**src/rtl/sd_writer.sv**
```systemverilog
// sd_writer: byte-serial store engine for the SD byte memory, 1-4 bytes little-endian per request.
// Define SD_WRITER_READBACK_EN to verify each written byte through DM before moving on.
module sd_writer #(
  parameter int MEM_DEPTH = 256,
  parameter int ADDR_W    = 32
) (
  input  logic              clk,
  input  logic              rst_n,
  input  logic              req,
  output logic              ready,
  input  logic [ADDR_W-1:0] ADDR,
  input  logic [31:0]       DATA,
  input  logic [2:0]        BYTE,
  output logic [ADDR_W-1:0] AM,
  output logic [7:0]        DM_,
  output logic              EW,
  input  logic [7:0]        DM,
  output logic              busy,
  output logic              done,
  output logic              err
);
  localparam logic [1:0] S_IDLE  = 2'd0;
  localparam logic [1:0] S_WRITE = 2'd1;
  localparam logic [1:0] S_CHECK = 2'd2;
  localparam logic [1:0] S_FIN   = 2'd3;
  logic [1:0]        r_st;
  logic [ADDR_W-1:0] r_a;
  logic [31:0]       r_d;
  logic [2:0]        r_n;
  logic [1:0]        r_i;
  logic [ADDR_W-1:0] r_am;
  logic [7:0]        r_dm;
  logic              r_ew;
  logic              r_done;
  logic              r_err;
  logic [ADDR_W:0]   w_sum;
  logic              w_bad;
  logic              w_last;
  logic [1:0]        w_ni;
  // one extra bit so ADDR+BYTE near the top of the address space cannot wrap into range
  assign w_sum  = {1'b0, ADDR} + (ADDR_W+1)'(BYTE);
  assign w_bad  = (BYTE == 3'd0) || (BYTE > 3'd4) || (w_sum > (ADDR_W+1)'(MEM_DEPTH));
  assign w_ni   = r_i + 2'd1;
  assign w_last = ({1'b0, r_i} == r_n - 3'd1);
  assign ready  = (r_st == S_IDLE);
  assign busy   = (r_st != S_IDLE);
  assign AM     = r_am;
  assign DM_    = r_dm;
  assign EW     = r_ew;
  assign done   = r_done;
  assign err    = r_err;
`ifndef SD_WRITER_READBACK_EN
  logic w_unused_dm;
  assign w_unused_dm = ^DM;
`endif
  always_ff @(posedge clk or negedge rst_n) begin
    if (!rst_n) begin
      r_st   <= S_IDLE;
      r_a    <= '0;
      r_d    <= '0;
      r_n    <= '0;
      r_i    <= '0;
      r_am   <= '0;
      r_dm   <= '0;
      r_ew   <= 1'b0;
      r_done <= 1'b0;
      r_err  <= 1'b0;
    end else begin
      r_done <= 1'b0;
      r_err  <= 1'b0;
      case (r_st)
        S_IDLE: if (req) begin
          r_a <= ADDR;
          r_d <= DATA;
          r_n <= BYTE;
          r_i <= 2'd0;
          if (w_bad) begin
            r_err <= 1'b1;
            r_st  <= S_FIN;
          end else begin
            r_am <= ADDR;
            r_dm <= DATA[7:0];
            r_ew <= 1'b1;
            r_st <= S_WRITE;
          end
        end
`ifdef SD_WRITER_READBACK_EN
        S_WRITE: begin
          r_ew <= 1'b0;
          r_st <= S_CHECK;
        end
        S_CHECK: if (DM != r_dm) begin
          r_err <= 1'b1;
          r_st  <= S_FIN;
        end else if (w_last) begin
          r_done <= 1'b1;
          r_st   <= S_FIN;
        end else begin
          r_i  <= w_ni;
          r_am <= r_a + ADDR_W'(w_ni);
          r_dm <= r_d[{w_ni, 3'b000} +: 8];
          r_ew <= 1'b1;
          r_st <= S_WRITE;
        end
`else
        S_WRITE: if (w_last) begin
          r_ew   <= 1'b0;
          r_done <= 1'b1;
          r_st   <= S_FIN;
        end else begin
          r_i  <= w_ni;
          r_am <= r_a + ADDR_W'(w_ni);
          r_dm <= r_d[{w_ni, 3'b000} +: 8];
        end
`endif
        default: r_st <= S_IDLE;
      endcase
    end
  end
endmodule

```
**config.mk**
```make
export PLATFORM = sky130hd
export DESIGN_NAME = sd_writer
export DESIGN_NICKNAME = d
export VERILOG_FILES = /design/src/rtl/sd_writer.sv
export SDC_FILE = /design/constraint.sdc
export NUM_CORES = 1
export LEC_CHECK = 0
export CELL_PAD_IN_SITES_DETAIL_PLACEMENT = 1
export CELL_PAD_IN_SITES_GLOBAL_PLACEMENT = 2
export CORE_AREA = 4 4 146 148
export CTS_CLUSTER_DIAMETER = 50
export DETAILED_ROUTE_END_ITERATION = 7
export DIE_AREA = 0 0 150 152
export PLACE_DENSITY = 0.87
export SYNTH_ARGS = -nofsm -noshare
export SYNTH_HDL_FRONTEND = slang
export SYNTH_SLANG_ARGS = --single-unit
```
**constraint.sdc**
```tcl
create_clock -name clk -period 3.5 [get_ports clk]
set_input_delay 0.875 -clock clk [delete_from_list [all_inputs] [get_ports clk]]
set_output_delay 0.875 -clock clk [all_outputs]
set_load 0.1 [all_outputs]
```
==> out/qor.yml <==
place_congestion: 0.876
grt_max_degree: 72
start_util_pct: 31.7
max_slew_margin_pct: 35.8
grt_setup_unrepaired: "yes"
cp_max_fo: 7
muxShareOfSynthArea_pct: 6.95
final-setup-viol-count: 0
dominantRegCellSynth: "dfrtp_1"
irDropWorstVdd_mv: 0.554
tightestPinTransition_ps: 960
grt_pass1_wl_um: 34600
run_status: "completed"
fp.dieW_um: 150
skew_ps: 10.1
die_h_um: 152
clkTransAtPathRegs_ps: 60
drtIter0Drc: 196
p_comb_share_pct: 56.2
routed_wl_um: 21600
synth-compound-area-share_pct: 10.0
io_pins: 123
grt_pass1_vias: 6462
syn_inst: 715
synth_xor_area_share_pct: 5.24
cp.arrival_ps: 3810
cts_buffer_depth: 2
cts_hold_buf: 0
numClockSinks: 114
switchingPower_w: 0.00462
gr-usage-all-layers_pct: 19.3
critPathTopFamily: "simple AND/OR/NAND/NOR gates"
finalNetCount: 1005
path_class: "input pin to flop"
critPathCaptureType: "flop"
finalCritPeriodShare_pct: 100
worstPathCellList: "dlygate4sd2_1, and4_4, nand2_4, or4_4, or4_4, a32oi_2, nor4b_4, a21o_2, buf_12, buf_8, mux2_2"
htree_levels: 4
drc: 0
finalHoldViolations: 0
ant_nets: 0
synth_enable_flop_cells: 0
slowest_stage: "or4_4"
antenna_found_initial: 0
required_ps: 3810
via_per_inst: 4.97
drive_gt1_share_pct: 28.6
hold_path_class: "flop to flop"
p_leak_nw: 4.23
ys_ff_latch: 114
synthDistinctLibCells: 61
yosysWarnings: 0
gr-total-overflow: 0
intPower_w: 0.00495
dp_hpwl_um: 15400
power_density_nw_per_um2: 1050
clock_latency_ps: 420
cts_tree: "yes"
cts_made_buffers: 17
netlist_area_um2: 6360
setup_slack_ps: 0.742
fmax_mhz: 286
core_area_um2: 20000
slowest_delay_ps: 530
crit_buf_inv: 3
seq_area_frac_synth_pct: 44.9
post-route-util_pct: 45.7
p_sw_share_pct: 48.3
synthSimpleGateAreaFrac_pct: 26.9
port_buffers: 114
r2r_setup_slack_ps: 660
n_antenna_cell: 0
path_common_cell: "or4_4"
area_growth_pct: 44.0
post_drt_wl_per_cell_um: 18.0
syn_area_per_cell_um2: 8.89
seqPwrFrac_pct: 25.7
drtPass1Iterations: 4
pre_cts_ws_ps: -852
rows: 52
fin_cells: 1201
cts_root_buf: "clkbuf_16"
synth_fa_ha_area_share_pct: 1.81
die_area_um2: 22800
fin_area_um2: 9160
drv_slew: 0
placed_area_um2: 8390
async_flop_share_pct: 100
cp-start-kind: "input pin"
max_cap_viol_count: 0
fill_cells: 2346
clockPowerShare_pct: 18.1
syn_nets: 801
vias: 5971
synth_top_family_by_area: "simple AND/OR/NAND/NOR gates"
placedCellCount: 1159
post-route-min-period_ps: 3500
[tightest hold or removal path, stage by stage, from the launching register on]
cell,delay (ps)
dfrtp_1,330
nand2_1,50
nand2_1,60
[routing by layer]
layer	track usage, %	vias up	share of wire (%)
li1	-	2866	-
met1	25.5	2990	46
met2	32.6	95	50
met3	3.34	20	2.8
met4	5.27	0	1.4
met5	0	-	0
[power by group through the flow]
stage | logic, W | registers, W | clock network, W
2_1_floorplan | 0.00213 | 0.00411 | 0
3_5_place_dp | 0.00512 | 0.00247 | 0
5_1_grt | 0.00573 | 0.00255 | 0.00183
6_report | 0.00538 | 0.00246 | 0.00173
3_3_place_gp | 0.00500 | 0.00244 | 0
4_1_cts | 0.00541 | 0.00246 | 0.00175
[stage by stage]
stage | hold slack [ps] | total power, W | setup TNS [ps]
floorplan | 440 | 0.00624 | -907
global placement | 454 | 0.00745 | -29080
detailed placement | 460 | 0.00758 | -32640
CTS | 474 | 0.00963 | -106
global route | 490 | 0.0101 | -231
finish | 471 | 0.00957 | 0
[synthesized netlist by cell type (all sizes together), types with 12 or more instances]
master	count	share of area, %
nand4	19	1.9
nand3	27	2.1
mux2	19	4.0
inv	19	1.1
xor2	22	3.0
or3	12	1.2
xnor2	16	2.2
nor2	24	1.4
nand2	239	14
clkbuf	30	1.8
dfrtp	114	45
o21ai	39	3.1
o221a	13	2.3
[area by class of cell]
| cell class | instances | area [um2] | share of cell area (%) |
|---|---|---|---|
| multi-input cells | 541 | 3400 | 37.1 |
| well taps | 270 | 338 | 3.69 |
| flip-flops and latches | 114 | 2850 | 31.2 |
| repair buffers | 226 | 1910 | 20.9 |
| inverters | 19 | 71.3 | 0.779 |
| clock buffers | 23 | 478 | 5.22 |
| clock inverters | 8 | 104 | 1.13 |
[path summary, 6_finish.rpt]
kind	from	end	cells past startpoint
setup / recovery	ADDR[3]	AM[2]	11
hold / removal	r_d[13]	r_d[13]	2
setup reg to reg	r_i[0]	AM[24]	10
hold reg to reg	r_d[13]	r_d[13]	2
max in group asynchronous	rst_n	r_a[19]	2
min in group asynchronous	rst_n	r_d[19]	1
[timing repair]
action                                  4_1_cts  5_1_grt
buffers inserted                              8        2
pin swaps                                    15       15
endpoints found under the setup margin       42       33
gates cloned                                  2        0
gates resized for setup                      75       34
[cells by family (layout without fill, tap and decap cells)]
| family | Yosys count | after routing |
|---|---|---|
| fa+ha+maj | 8 | 8 |
| mux | 28 | 28 |
| buf+inv | 60 | 276 |
| xor+xnor | 38 | 38 |
| flops | 114 | 114 |
| simple gates | 374 | 374 |
| compound gates | 93 | 93 |
[state kept, by name, summed over array words and instances (netlist names)]
| signal | cells |
|---|---|
| r_st | 2 |
| r_a | 32 |
| done | 1 |
| AM | 32 |
| r_i | 2 |
| r_n | 3 |
| r_d | 32 |
| DM_ | 8 |
| err | 1 |
| EW | 1 |
[cell usage in the layout, fill, tap and decap left out, drive strengths merged, types with 3 or more instances in the layout]
cell           synthesis  layout
a21o                   3       3
a21oi                 11      11
a31oi                  3       3
and2                   4       4
and3                   8       8
and4                   5       5
buf                   11     163
clkbuf                30      36
clkdlybuf4s15          0       4
clkdlybuf4s50          0      43
clkinvlp               0       4
dfrtp                114     114
dlygate4sd2            0       3
ha                     6       6
inv                   19      19
mux2                  19      19
mux4                   8       8
nand2                239     239
nand2b                 5       5
nand3                 27      27
nand4                 19      19
nand4b                 3       3
nor2                  24      24
nor2b                  3       3
nor3                   7       7
nor4                   8       8
o211a                  4       4
o21ai                 39      39
o221a                 13      13
o22ai                  4       4
or3                   12      12
or3b                   3       3
xnor2                 16      16
xor2                  22      22
No activity file was read; power rests on OpenSTA's default activity.
